<file path="config.mk">
export PLATFORM = sky130hd
export DESIGN_NAME = acc_cmd_sequencer
export DESIGN_NICKNAME = d
export VERILOG_FILES = /design/src/rtl/acc_cmd_pkg.sv /design/src/rtl/acc_cmd_sequencer.sv
export SDC_FILE = /design/constraint.sdc
export NUM_CORES = 1
export LEC_CHECK = 0
export CAP_MARGIN = 20
export CORE_AREA = 2 2 292 294
export CTS_CLUSTER_SIZE = 25
export DETAILED_ROUTE_END_ITERATION = 6
export DIE_AREA = 0 0 294 296
export PLACE_DENSITY_LB_ADDON = 0.08
export SYNTH_ARGS = -nofsm -noshare
export SYNTH_HDL_FRONTEND = slang
export SYNTH_SLANG_ARGS = --single-unit
</file>
<file path="constraint.sdc">
create_clock -name clk -period 6.4 [get_ports clk]
set_input_delay 1.28 -clock clk [delete_from_list [all_inputs] [get_ports clk]]
set_output_delay 1.28 -clock clk [all_outputs]
set_load 0.05 [all_outputs]
</file>
<file path="src/rtl/acc_cmd_pkg.sv">
// Shared accelerator command definitions: opcodes, sequencer state encoding, element size.
// Also used by the accelerator side so both ends agree on opcode values.
package acc_cmd_pkg;

    localparam int DCP_PADDR             = 40;
    localparam int DCP_NOC_RES_DATA_SIZE = 512;
    localparam int WORD_BYTES            = 8;

    localparam logic [5:0] OP_INIT  = 6'd10;
    localparam logic [5:0] OP_FILLA = 6'd11;
    localparam logic [5:0] OP_FILLB = 6'd12;
    localparam logic [5:0] OP_READ  = 6'd13;
    localparam logic [5:0] OP_MULT  = 6'd25;

    typedef enum logic [2:0] {
        ST_IDLE,
        ST_INIT,
        ST_REQ,
        ST_WAIT,
        ST_PUSH,
        ST_MULT,
        ST_DONE
    } seq_state_t;

    function automatic logic [DCP_PADDR-1:0] align_word(input logic [DCP_PADDR-1:0] a);
        return {a[DCP_PADDR-1:3], 3'b000};
    endfunction

endpackage

</file>
<file path="src/rtl/acc_cmd_sequencer.sv">
// Loads matrices A then B from memory into the accelerator (INIT, FILLA/FILLB per element, MULT).
// Latency: 3 cycles per element with zero-wait memory/accelerator; one memory request outstanding.
// Backpressure: holds command while acc_busy, holds request while !mem_req_rdy; ACC_SEQ_CYCLE_CNT_EN enables cycle_count.
module acc_cmd_sequencer #(
    parameter int MAT_DIM    = 10,
    parameter int WORD_BYTES = acc_cmd_pkg::WORD_BYTES
) (
    input  logic                                        clk,
    input  logic                                        rst_n,
    input  logic                                        start,
    input  logic [acc_cmd_pkg::DCP_PADDR-1:0]           a_base,
    input  logic [acc_cmd_pkg::DCP_PADDR-1:0]           b_base,
    output logic                                        idle,
    output logic                                        done,
    output logic                                        acc_cmd_val,
    input  logic                                        acc_busy,
    output logic [5:0]                                  acc_cmd_opcode,
    output logic [63:0]                                 acc_cmd_data,
    output logic                                        mem_req_val,
    input  logic                                        mem_req_rdy,
    output logic [5:0]                                  mem_req_transid,
    output logic [acc_cmd_pkg::DCP_PADDR-1:0]           mem_req_addr,
    input  logic                                        mem_resp_val,
    input  logic [5:0]                                  mem_resp_transid,
    input  logic [acc_cmd_pkg::DCP_NOC_RES_DATA_SIZE-1:0] mem_resp_data,
    output logic [31:0]                                 cycle_count
);
    import acc_cmd_pkg::*;

    localparam int NUM_ELEM = MAT_DIM * MAT_DIM;
    localparam int IDX_W    = (NUM_ELEM > 1) ? $clog2(NUM_ELEM) : 1;
    localparam int LANES    = DCP_NOC_RES_DATA_SIZE / 64;

    seq_state_t             state;
    logic [DCP_PADDR-1:0]   a_reg;
    logic [DCP_PADDR-1:0]   b_reg;
    logic [IDX_W-1:0]       idx;
    logic                   sel_b;

    logic                   cmd_acc;
    logic                   req_acc;
    logic                   last_elem;
    logic                   nxt_sel;
    logic [IDX_W-1:0]       nxt_idx;
    logic [63:0]            resp_word;

    function automatic logic [DCP_PADDR-1:0] elem_addr(input logic [DCP_PADDR-1:0] base,
                                                       input logic [IDX_W-1:0]     i);
        return base + DCP_PADDR'(WORD_BYTES) * DCP_PADDR'(i);
    endfunction

    assign cmd_acc   = acc_cmd_val && !acc_busy;
    assign req_acc   = mem_req_val && mem_req_rdy;
    assign last_elem = (idx == IDX_W'(NUM_ELEM - 1));
    assign nxt_idx   = last_elem ? '0 : idx + 1'b1;
    assign nxt_sel   = sel_b | last_elem;

    // The held request address picks the 64-bit lane inside the response line.
    always_comb begin
        resp_word = mem_resp_data[(int'(mem_req_addr[5:3]) % LANES) * 64 +: 64];
    end

    always_ff @(posedge clk or negedge rst_n) begin
        if (!rst_n) begin
            state           <= ST_IDLE;
            idle            <= 1'b1;
            done            <= 1'b0;
            acc_cmd_val     <= 1'b0;
            acc_cmd_opcode  <= '0;
            acc_cmd_data    <= '0;
            mem_req_val     <= 1'b0;
            mem_req_transid <= '0;
            mem_req_addr    <= '0;
            a_reg           <= '0;
            b_reg           <= '0;
            idx             <= '0;
            sel_b           <= 1'b0;
        end else begin
            done <= 1'b0;
            case (state)
                ST_IDLE: if (start) begin
                    a_reg          <= align_word(a_base);
                    b_reg          <= align_word(b_base);
                    idx            <= '0;
                    sel_b          <= 1'b0;
                    idle           <= 1'b0;
                    acc_cmd_val    <= 1'b1;
                    acc_cmd_opcode <= OP_INIT;
                    acc_cmd_data   <= '0;
                    state          <= ST_INIT;
                end
                ST_INIT: if (cmd_acc) begin
                    acc_cmd_val     <= 1'b0;
                    mem_req_val     <= 1'b1;
                    mem_req_addr    <= elem_addr(a_reg, idx);
                    mem_req_transid <= 6'(idx);
                    state           <= ST_REQ;
                end
                ST_REQ: if (req_acc) begin
                    mem_req_val <= 1'b0;
                    state       <= ST_WAIT;
                end
                ST_WAIT: if (mem_resp_val && mem_resp_transid == mem_req_transid) begin
                    acc_cmd_val    <= 1'b1;
                    acc_cmd_opcode <= sel_b ? OP_FILLB : OP_FILLA;
                    acc_cmd_data   <= resp_word;
                    state          <= ST_PUSH;
                end
                ST_PUSH: if (cmd_acc) begin
                    if (last_elem && sel_b) begin
                        acc_cmd_opcode <= OP_MULT;
                        acc_cmd_data   <= '0;
                        state          <= ST_MULT;
                    end else begin
                        acc_cmd_val     <= 1'b0;
                        idx             <= nxt_idx;
                        sel_b           <= nxt_sel;
                        mem_req_val     <= 1'b1;
                        mem_req_addr    <= elem_addr(nxt_sel ? b_reg : a_reg, nxt_idx);
                        mem_req_transid <= 6'(nxt_idx);
                        state           <= ST_REQ;
                    end
                end
                ST_MULT: if (cmd_acc) begin
                    acc_cmd_val <= 1'b0;
                    done        <= 1'b1;
                    state       <= ST_DONE;
                end
                ST_DONE: begin
                    idle  <= 1'b1;
                    state <= ST_IDLE;
                end
                default: begin
                    idle  <= 1'b1;
                    state <= ST_IDLE;
                end
            endcase
        end
    end

`ifdef ACC_SEQ_CYCLE_CNT_EN
    logic [31:0] cnt;

    // Cleared when a sequence starts, frozen in IDLE so software can read the last run.
    always_ff @(posedge clk or negedge rst_n) begin
        if (!rst_n) begin
            cnt <= '0;
        end else if (state == ST_IDLE) begin
            if (start) cnt <= '0;
        end else if (cnt != 32'hFFFF_FFFF) begin
            cnt <= cnt + 32'd1;
        end
    end

    assign cycle_count = cnt;
`else
    assign cycle_count = '0;
`endif

endmodule

</file>
## Word-level counts from Yosys, hierarchy flattened

Index checks and enable logic that the tools add are counted.

- Register bits: 205
- Output and inout port bits: 152
- Input bits: 604

- Add/sub/neg operators: 3
- Shift-type cells: 1
- Reduce and logical (&&, ||, !) cells: 21
- Equality and inequality tests: 16
- Bitwise gates (word level): 2
- Multiplexer cells: 51

Operators with widths:

| kind | count |
|---|---|
| $shiftx A512 B10 Y64 | 1 |
| $mux W64 | 4 |
| $pmux W64 S3 | 1 |
| $mux W40 | 4 |
| $add A40 B10 Y40 | 2 |
| $pmux W40 S2 | 1 |
| $mux W6 | 7 |
| $mux W7 | 4 |
| $mux W3 | 8 |
| $pmux W3 S6 | 1 |
| $pmux W6 S3 | 1 |
| $ne A2 B2 Y1 const B | 8 |
| $mux W1 | 14 |
| $pmux W7 S2 | 1 |
| $pmux W6 S2 | 1 |
| $reduce_and A6 Y1 | 2 |
| $reduce_and A5 Y1 | 2 |
| $reduce_and A4 Y1 | 2 |
| $add A7 B1 Y7 const B | 1 |
| $eq A7 B7 Y1 const B | 1 |
| $eq A3 B2 Y1 const B | 2 |
| $eq A3 B3 Y1 const B | 2 |
| $eq A6 B6 Y1 | 1 |
| $reduce_bool A3 Y1 | 2 |
| 15 further kinds | 21 |

## Depth between registers and ports, before layout

- Depth in word-level cells: 7
- Depth in mapped cells: 20

## Least setup slack after synthesis

Ideal clock, no wire load.

- Path kind: register -> register
- Start point: register idx[0]
- End point: register mem_req_addr[39] in the netlist's numbering
- Arrival: 4.628 ns
- Clock period less this slack: 4.732 ns
- Setup time: 0.104 ns
- Stages on the path, launching flop included: 20
- Path buffers: 4
- Path slack: 1.668 ns
- Path through: dfrtp_1 ha_1 and4bb_4 a21o_4 buf_12 buf_2 buf_1 clkbuf_1 nand2_1 nand2_1 ha_1 inv_1 fa_1 nand2b_1 a21oi_1 o21ai_0 or4_4 or3_1 a211o_1 o311ai_1

- Word-level cells in the longest chain between the ends: 7
- Elaborated cells on any way between the ends: 14

Ends and longest elaborated chain:

| what | line | RTL |
|---|---|---|
| start: declaration | acc_cmd_sequencer.sv:37 | `logic [IDX_W-1:0] idx;` |
| start signal: assignment | acc_cmd_sequencer.sv:116 | `idx <= nxt_idx;` |
| parallel branches: the longest is 7 deep, another holds $add A40 B10 Y40 | -- |  |
| end signal: assignment | acc_cmd_sequencer.sv:95 | `mem_req_addr <= elem_addr(a_reg, idx);` |
| end signal: assignment | acc_cmd_sequencer.sv:119 | `mem_req_addr <= elem_addr(nxt_sel ? b_reg : a_reg, nxt_idx);` |
| end: declaration | acc_cmd_sequencer.sv:22 | `output logic [acc_cmd_pkg::DCP_PADDR-1:0] mem_req_addr,` |

Parallel ways; which one is timed is not known. The select of a mux whose other input is x is not followed.
A chain may end at the register's enable or synchronous reset.

## Worst setup path after layout

Ends and elaborated chain as after synthesis.

==> impl_metrics.ini <==
[die]
die_area_um2 = 87000
core_region_area_um2 = 84200
initial_core_util_pct = 17.7
die_w_um = 294
die_y_um = 296
num_rows = 107
io_pins = 756

[final_layout]
largest-register = acc_cmd_data
final_common_cell = clkdlybuf4s50_1
syn_to_final_growth_pct = 62.0
layout.cells.most_common_list = clkdlybuf4s50_1 (712), dfrtp_1 (197), nand2_1 (177), mux4_2 (128), mux2i_1 (90)
postLayoutCellArea_um2 = 24100
fillers = 8781
final_cells = 3184
finalNetCount = 2687
drive_above_1_share_pct = 14.4
largest_reg_flops = 64
multi_input_area_um2 = 9250
regArea_um2 = 5040

[timing]
final_max_slew_viol_count = 0
setup_viol_count_final = 0
hold_viol_final = 0
fmax_mhz = 213
relSlewSlack_pct = 27.4
period_share_pct = 73.4
layout_min_cycle_time_ns = 4.70
rsz0062_at_grt = no
fin_skew_ns = 0.0153
worstMarginPinSlew_ns = 1.09
timing.setup.tns_ns = 0

[grt]
track_usage_pct = 21.6
grt_pass1_wl_um = 130000
grt_max_degree = 97
grt_antenna_before_repair = 47
grt_overflow = 0
first_global_vias = 14938

[outcome]
status = complete, no violations

[logic_synthesis]
ys_types = 72
synthMuxAreaShare_pct = 31.2
synth_top_family_by_area = multiplexers
synthSimpleGateAreaFrac_pct = 12.3
async_flop_share_pct = 100
netlist_instances = 1410
synthXorXnorAreaFrac_pct = 3.53
seq_area_frac_synth_pct = 33.8
synth_edf_count = 0
synth_ff_type = dfrtp_1
yosys.area_share.adder_pct = 1.53
ys_seq_elements = 201
yosysWarningCount = 0
synth-compound-area-share_pct = 12.4
syn-cell-area_um2 = 14900
syn_avg_cell_area_um2 = 10.6

[placement]
place_hpwl_um = 81200
place_inst = 3124
placed_area_um2 = 23000
io_buffers = 713
place.gp.congestion = 0.849

[run]
maxCapViolations = 0

[power]
powerDensity_nw_per_um2 = 432
leakage_uw = 0.00891
ir_worst_vdd_mv = 0.309

[drt]
drc = 0
vias_per_cell = 4.65
first_pass_iters = 5
dr.first_iter.drc_count = 869
wl_per_cell_um = 31.0
ant_nets = 0
routed_wl_um = 98600
vias = 14799

[critical_path]
cp-end-kind = flop
required_ns = 6.88
critPathKind = flop to flop
arrival_ns = 5.18
worstPathMaxFanout = 49
worstSetupStartpointType = flop

[clocking]
cts_resized = 0
clk_path_buf_depth = 3
insertion_delay_ns = 0.60
clock_sinks = 201
path_clk_slew_ns = 0.06
cts_root_buf = clkbuf_16
cts_tree = built
cts.htree.levels = 1
post_cts.repair.setup_buffers = 0
cts_buffers = 30
cts_hold_buf = 0

[min_path]
hp-class = flop to flop
## path summary, 6_finish.rpt
path / start / to / slack, ns / cells past startpoint
max in group asynchronous: rst_n / acc_cmd_data[43] / 4.52 / 2
worst min register to register: acc_cmd_data[44] / acc_cmd_data[44] / 0.47 / 2
worst max-delay path: idx[0] / mem_req_addr[39] / 1.70 / 16
min in group asynchronous: rst_n / acc_cmd_data[23] / 0.60 / 1
worst min-delay path: acc_cmd_data[44] / acc_cmd_data[44] / 0.47 / 2
worst max register to register: idx[0] / mem_req_addr[39] / 1.70 / 16
## layout make-up
type | count | share of cell area [%]
Multi-Input combinational cell | 1082 | 38.4
Timing Repair Buffer | 735 | 30.4
Sequential cell | 201 | 20.9
Tap cell | 1090 | 5.66
Clock buffer | 41 | 3.62
Clock inverter | 15 | 0.809
Inverter | 16 | 0.249
Antenna cell | 4 | 0.0415
## cells by family after synthesis
logic type | Yosys count
and+or+nand+nor | 402
muxes | 295
AOI/OAI and AO/OA | 272
DFF | 201
buffers and inverters | 162
xor gates and xnor gates | 60
adders and majority gates | 17
other | 1
## per-stage QoR
| stage | util (%) | worst slack (ns) | power, uW | hold WS [ns] |
|---|---|---|---|---|
| 2_1_floorplan | - | 1.67 | 6320 | 0.481 |
| 3_3_place_gp | 27.4 | 1.69 | 8670 | 0.455 |
| 3_5_place_dp | 27.4 | 1.70 | 8690 | 0.464 |
| 4_1_cts | 28.6 | 1.65 | 10600 | 0.478 |
| 5_1_grt | 28.6 | 1.35 | 11000 | 0.493 |
| 6_report | 28.6 | 1.70 | 10400 | 0.474 |
## cells in the mapped netlist (all sizes together), types with 3 or more instances
cell / count / area share (%)
nand3: 32 / 1.1
nor3: 36 / 1.2
nand2b: 5 / 0.21
nand2: 178 / 4.5
o221ai: 6 / 0.35
a31oi: 9 / 0.38
inv: 16 / 0.40
o22a: 4 / 0.24
a211oi: 11 / 0.55
nor4: 10 / 0.42
ha: 15 / 1.3
clkbuf: 82 / 2.1
or3: 7 / 0.29
a221oi: 3 / 0.18
a22oi: 9 / 0.45
o31a: 3 / 0.18
buf: 64 / 2.7
or2: 4 / 0.17
nand4: 27 / 1.1
xnor2: 38 / 2.2
a41oi: 3 / 0.18
o211ai: 5 / 0.25
and3: 5 / 0.21
a21oi: 33 / 1.2
dfrtp: 200 / 34
o21ai: 73 / 2.5
mux2i: 90 / 6.1
nor2b: 5 / 0.23
xor2: 22 / 1.3
mux4: 128 / 19
a21boi: 3 / 0.15
mux2: 77 / 5.8
o21a: 8 / 0.40
a2111oi: 4 / 0.28
or4: 3 / 0.18
a21o: 10 / 0.55
and2: 4 / 0.17
o31ai: 70 / 3.5
nor3b: 3 / 0.15
nor2: 77 / 1.9
## where the power goes
| group | internal (uW) | switching (uW) | total (uW) |
|---|---|---|---|
| Sequential | 1850 | 782 | 2630 |
| Combinational | 2490 | 3460 | 5950 |
| Clock | 1110 | 719 | 1830 |
| Total | 5450 | 4960 | 10400 |
## worst max-delay path: stages (launching register included)
cell	delay, ns
dfrtp_1	0.46
ha_1	0.31
and4bb_4	0.32
a21o_4	0.55
nand2_1	0.11
nand2_1	0.09
ha_1	0.18
inv_1	0.06
fa_1	0.38
nand2b_1	0.20
a21oi_1	0.15
buf_4	0.17
o21ai_1	0.22
or4_4	0.62
or3_1	0.36
a211o_1	0.30
o311ai_1	0.08
## layer usage
metal	part of all wire (%)	track usage [%]	vias to the layer above
met1	39	25.5	7405
met5	0.15	0	-
met2	49	37.2	583
met4	3.8	6.94	24
met3	8.1	6.72	160
li1	-	-	6627
Note: power is estimated with default switching activity, not from simulation.
